[src/rtl/rv_issue_scoreboard.sv]
// Issue-stage scoreboard: per-register pending-write counters, RAW/WAW stalls,
// drain-based serialization and a one-cycle fetch flush after FENCE.I.
module rv_issue_scoreboard #(
    parameter int PEND_WIDTH     = 2,
    parameter int INFLIGHT_WIDTH = 6
) (
    input  logic                      clk,
    input  logic                      rst_n,
    input  logic                      dec_valid,
    output logic                      dec_ready,
    input  logic [4:0]                dec_rs1,
    input  logic [4:0]                dec_rs2,
    input  logic [4:0]                dec_rd,
    input  logic                      dec_uses_rs1,
    input  logic                      dec_uses_rs2,
    input  logic                      dec_writes_rd,
    input  logic                      dec_serialize,
    input  logic                      dec_fence_i,
    output logic                      issue_valid,
    input  logic                      issue_ready,
    input  logic                      wb_valid,
    input  logic [4:0]                wb_rd,
    output logic [INFLIGHT_WIDTH-1:0] inflight_count,
    output logic                      fence_i_flush,
    output logic                      err_underflow
);

    typedef enum logic [1:0] {
        ST_RUN,
        ST_SERIAL,
        ST_FLUSH
    } state_t;

    localparam logic [PEND_WIDTH-1:0]     PEND_MAX = '1;
    localparam logic [INFLIGHT_WIDTH-1:0] INF_MAX  = '1;

    state_t                    r_state;
    logic [PEND_WIDTH-1:0]     r_pending [32];
    logic [INFLIGHT_WIDTH-1:0] r_inflight;
    logic                      r_flush;
    logic                      r_err;

    logic w_raw;
    logic w_waw_sat;
    logic w_inf_sat;
    logic w_ser_block;
    logic w_can_issue;
    logic w_fire;
    logic w_inc;
    logic w_dec_req;
    logic w_same;
    logic w_dec_ok;
    logic w_underflow;

    // Hazards look only at registered counters; a same-cycle writeback does not unblock.
    assign w_raw = (dec_uses_rs1 && (dec_rs1 != 5'd0) && (r_pending[dec_rs1] != '0)) ||
                   (dec_uses_rs2 && (dec_rs2 != 5'd0) && (r_pending[dec_rs2] != '0));
    assign w_waw_sat   = dec_writes_rd && (dec_rd != 5'd0) && (r_pending[dec_rd] == PEND_MAX);
    assign w_inf_sat   = dec_writes_rd && (dec_rd != 5'd0) && (r_inflight == INF_MAX);
    assign w_ser_block = (dec_serialize || dec_fence_i) && (r_inflight != '0);
    assign w_can_issue = (r_state == ST_RUN) && !w_raw && !w_waw_sat && !w_inf_sat && !w_ser_block;

    assign issue_valid = rst_n && dec_valid && w_can_issue;
    assign dec_ready   = rst_n && issue_ready && w_can_issue;
    assign w_fire      = dec_valid && dec_ready;

    // A same-register issue and writeback cancel out, so neither counter moves.
    assign w_inc       = w_fire && dec_writes_rd && (dec_rd != 5'd0);
    assign w_dec_req   = wb_valid && (wb_rd != 5'd0);
    assign w_same      = w_inc && w_dec_req && (dec_rd == wb_rd);
    assign w_dec_ok    = w_dec_req && !w_same && (r_pending[wb_rd] != '0);
    assign w_underflow = w_dec_req && !w_same && (r_pending[wb_rd] == '0);

    always_ff @(posedge clk) begin
        if (!rst_n) begin
            for (int i = 0; i < 32; i++) begin
                r_pending[i] <= '0;
            end
            r_inflight <= '0;
            r_state    <= ST_RUN;
            r_flush    <= 1'b0;
            r_err      <= 1'b0;
        end else begin
            r_pending[0] <= '0;
            for (int i = 1; i < 32; i++) begin
                if (w_inc && !w_same && (dec_rd == 5'(i))) begin
                    r_pending[i] <= r_pending[i] + PEND_WIDTH'(1);
                end else if (w_dec_ok && (wb_rd == 5'(i))) begin
                    r_pending[i] <= r_pending[i] - PEND_WIDTH'(1);
                end
            end

            if (w_inc && !w_same && !w_dec_ok && (r_inflight != INF_MAX)) begin
                r_inflight <= r_inflight + INFLIGHT_WIDTH'(1);
            end else if (!w_inc && w_dec_ok && (r_inflight != '0)) begin
                r_inflight <= r_inflight - INFLIGHT_WIDTH'(1);
            end

            if (w_underflow) begin
                r_err <= 1'b1;
            end

            r_flush <= w_fire && dec_fence_i;

            case (r_state)
                ST_RUN: begin
                    if (w_fire && dec_fence_i) begin
                        r_state <= ST_FLUSH;
                    end else if (w_fire && dec_serialize) begin
                        r_state <= ST_SERIAL;
                    end
                end
                ST_SERIAL: begin
                    if (r_inflight == '0) begin
                        r_state <= ST_RUN;
                    end
                end
                ST_FLUSH: r_state <= ST_RUN;
                default:  r_state <= ST_RUN;
            endcase
        end
    end

    assign inflight_count = r_inflight;
    assign fence_i_flush  = r_flush;
    assign err_underflow  = r_err;

endmodule
[config.mk]
export PLATFORM = sky130hd
export DESIGN_NAME = rv_issue_scoreboard
export DESIGN_NICKNAME = d
export VERILOG_FILES = /design/src/rtl/rv_issue_scoreboard.sv
export SDC_FILE = /design/constraint.sdc
export NUM_CORES = 1
export LEC_CHECK = 0
export ABC_AREA = 1
export CELL_PAD_IN_SITES_DETAIL_PLACEMENT = 1
export CELL_PAD_IN_SITES_GLOBAL_PLACEMENT = 1
export CORE_ASPECT_RATIO = 0.5
export CORE_MARGIN = 4
export CORE_UTILIZATION = 45
export CTS_CLUSTER_SIZE = 20
export DETAILED_ROUTE_END_ITERATION = 10
export PLACE_DENSITY_LB_ADDON = 0.1
export SYNTH_ARGS = -nofsm -noshare
export SYNTH_HDL_FRONTEND = slang
export SYNTH_SLANG_ARGS = --single-unit
[constraint.sdc]
create_clock -name clk -period 12.1 [get_ports clk]
set_clock_uncertainty 0.05 [all_clocks]
set_input_delay 3.63 -clock clk [delete_from_list [all_inputs] [get_ports clk]]
set_output_delay 3.63 -clock clk [all_outputs]
set_load 0.03 [all_outputs]
==> results.ini <==
[status]
status = finished clean

[synthesis]
ys_seq_elements = 72
syn_nets = 941
synthCells = 906
ys_seq_area_share_pct = 34.2
synth_area_mm2 = 0.00603
syn_area_per_cell_um2 = 6.65
yosys.area.top_type_share_pct = 30.9
synth.distinct_cells = 51
yosys_warnings = 0
yosys-top-cells-area = edfxtp_1 31%, nand2_1 17%, nor2_1 8.6%, inv_1 5.9%, nand3_1 5.3%
yosysTopAreaCell = edfxtp_1

[timing]
drv_slew = 0
finalCriticalPeriod_ns = 10.38
relSlewSlack_pct = 18.2
min_period_over_period_pct = 85.8
rsz0062_at_grt = no
max_freq_mhz = 96.3
setup_viol = 0
tightest_slew_ns = 1.22
hold_violations = 0
tns_ns = 0
layout_setup_ws_ns = 1.72

[global_route]
grt_pass1_wl_mm = 35.7
grt_overflow = 0
grt_use_total_pct = 30.2
first_global_vias = 6333
grt_max_degree = 59
antenna_found_initial = 1

[place]
placed_cells_incl_taps = 1094
port_buffers = 39
place_ws_ns = 1.77
hpwl_mm = 18.0
gp_congestion = 0.954

[final_layout]
final_cell_mix = 279 x nand2_1, 138 x nor2_1, 95 x inv_1
fin_cells = 1110
seqCellArea_mm2 = 0.00206
antennaDiodeCount = 0
multi_input_area_mm2 = 0.00333
drive_gt1_share_pct = 9.26
nets = 970
final_common_cell = nand2_1
fill_cells = 1729
syn_to_final_growth_pct = 12.6

[clock_network]
path_clk_slew_ns = 0.06
cts.path.max_buffers = 2
cts-root-buf = clkbuf_16
postCtsSetupBuffers = 0
cts_tree = built
clk_latency_ns = 0.34
cts_max_level = 3
numClockSinks = 72
cts_resized = 0
cts_hold_buf = 0
cts_buffers = 9

[routing]
via_per_inst = 5.78
drt_iter0_drc = 609
wl_per_cell_um = 20.8
drtAntennaViolNets = 0
routed_wl_mm = 23.1
drc = 0
drtPass1Iterations = 5
vias = 6415

[setup_path]
worstPathMaxFanout = 16
cp-start-kind = primary input
end_kind = output port
cp_slowest_cell = clkdlybuf4s50_1
cp_data_arrival_time_ns = 6.70
crit_top_cell = nand2_1
slowest_delay_ns = 0.99
crit_chain = clkdlybuf4s50_1 -> nand2_2 -> inv_2 -> nand2_1 -> nand4_1 -> nand2_1 -> nand2_1 -> inv_1 -> nand2_1 -> nand3_1 -> nand3_1 -> nand2_2 -> nand3_2 -> inv_1 -> clkdlybuf4s50_1
worstPathRequired_ns = 8.42
path_class = primary input to output port

[floorplanning]
io_pins = 40
start_util_pct = 46.8
placementRows = 29
die-area_mm2 = 0.0154
die_w_um = 172
core_area_mm2 = 0.0129
die_height_um = 89.8

[power]
pwr_density_cell_mw_per_mm2 = 127
leakagePower_nw = 3.10
peakVddDrop_mv = 0.0795

[job]
cap_violations = 0

[hold_path]
hp-class = register to register

[metal layers]
metal  up-vias  share of wire, %  track usage (%)
met3        32                12             11.9
met2       282                41             42.6
met4         2               1.7             6.33
li1       2996                 -                -
met1      3103                45             43.5
met5         -             0.056                0
[where the power goes]
group / leakage [nW] / internal, mW / switching (mW) / total (mW)
clock: 0.146 / 0.181 / 0.116 / 0.296
combinational: 2.24 / 0.0860 / 0.163 / 0.249
sequential: 0.716 / 0.292 / 0.0248 / 0.317
[worst paths after layout]
path         slack [ns]        startpoint  cells past startpoint                 to
max                1.72         dec_rd[0]                     15        issue_valid
min                0.43     err_underflow                      1      err_underflow
max reg2reg        7.82  r_pending[10][0]                     26  inflight_count[5]
min reg2reg        0.43     err_underflow                      1      err_underflow
[final cells by class]
type	instances	share of cell area, %
clock buffer	9	3.32
clock inverter	7	1.40
inverter	120	6.71
multi-input combinational	690	49.0
sequential	72	30.4
tap	170	3.13
timing repair buffer	42	6.01
[through the flow]
stage	utilization [%]	hold WS, ns	cell area, um2	total power [mW]
floorplan	-	0.444	6030	0.485
global placement	50.2	0.400	6460	0.558
detailed placement	50.2	0.409	6460	0.565
CTS	52.7	0.434	6790	0.861
global route	52.7	0.445	6790	0.907
finish	52.7	0.431	6790	0.863
[cells in the mapped netlist (all sizes together)]
cell type	instances
o211a	1
a22oi	3
fa	1
o221ai	2
inv	120
nor3	1
o21bai	1
nand2	296
dfxtp	10
o22ai	4
a221o	1
clkbuf	6
a2111oi	1
nor2	147
a21oi	52
xor2	11
a211oi	1
edfxtp	62
o21a	1
nor3b	2
mux2	5
o31ai	1
mux2i	5
o2111ai	1
xnor2	8
o211ai	3
a221oi	1
nand4	7
buf	18
nand3	68
ha	4
o21ai	59
or2	2
o41ai	1
[critical path: cells and delay by family]
family / cells / cell delay, ns
AND/OR/NAND/NOR: 10 / 1.14
buffers and inverters: 5 / 1.92
[state kept, by name, indices dropped and copies added (netlist names)]
register,cells
r_pending,62
err_underflow,1
r_state,2
fence_i_flush,1
inflight_count,6
[cells by family after synthesis]
group	count (synthesis)	synth area share (%)
AO/OA/AOI/OAI	133	12.5
XOR/XNOR	19	2.76
AND/OR/NAND/NOR	523	37.0
adder cells (fa/ha/maj)	5	1.16
flip-flops	72	34.2
buffers and inverters	144	10.6
multiplexers	10	1.76
No activity file was read; power rests on OpenSTA's default activity.
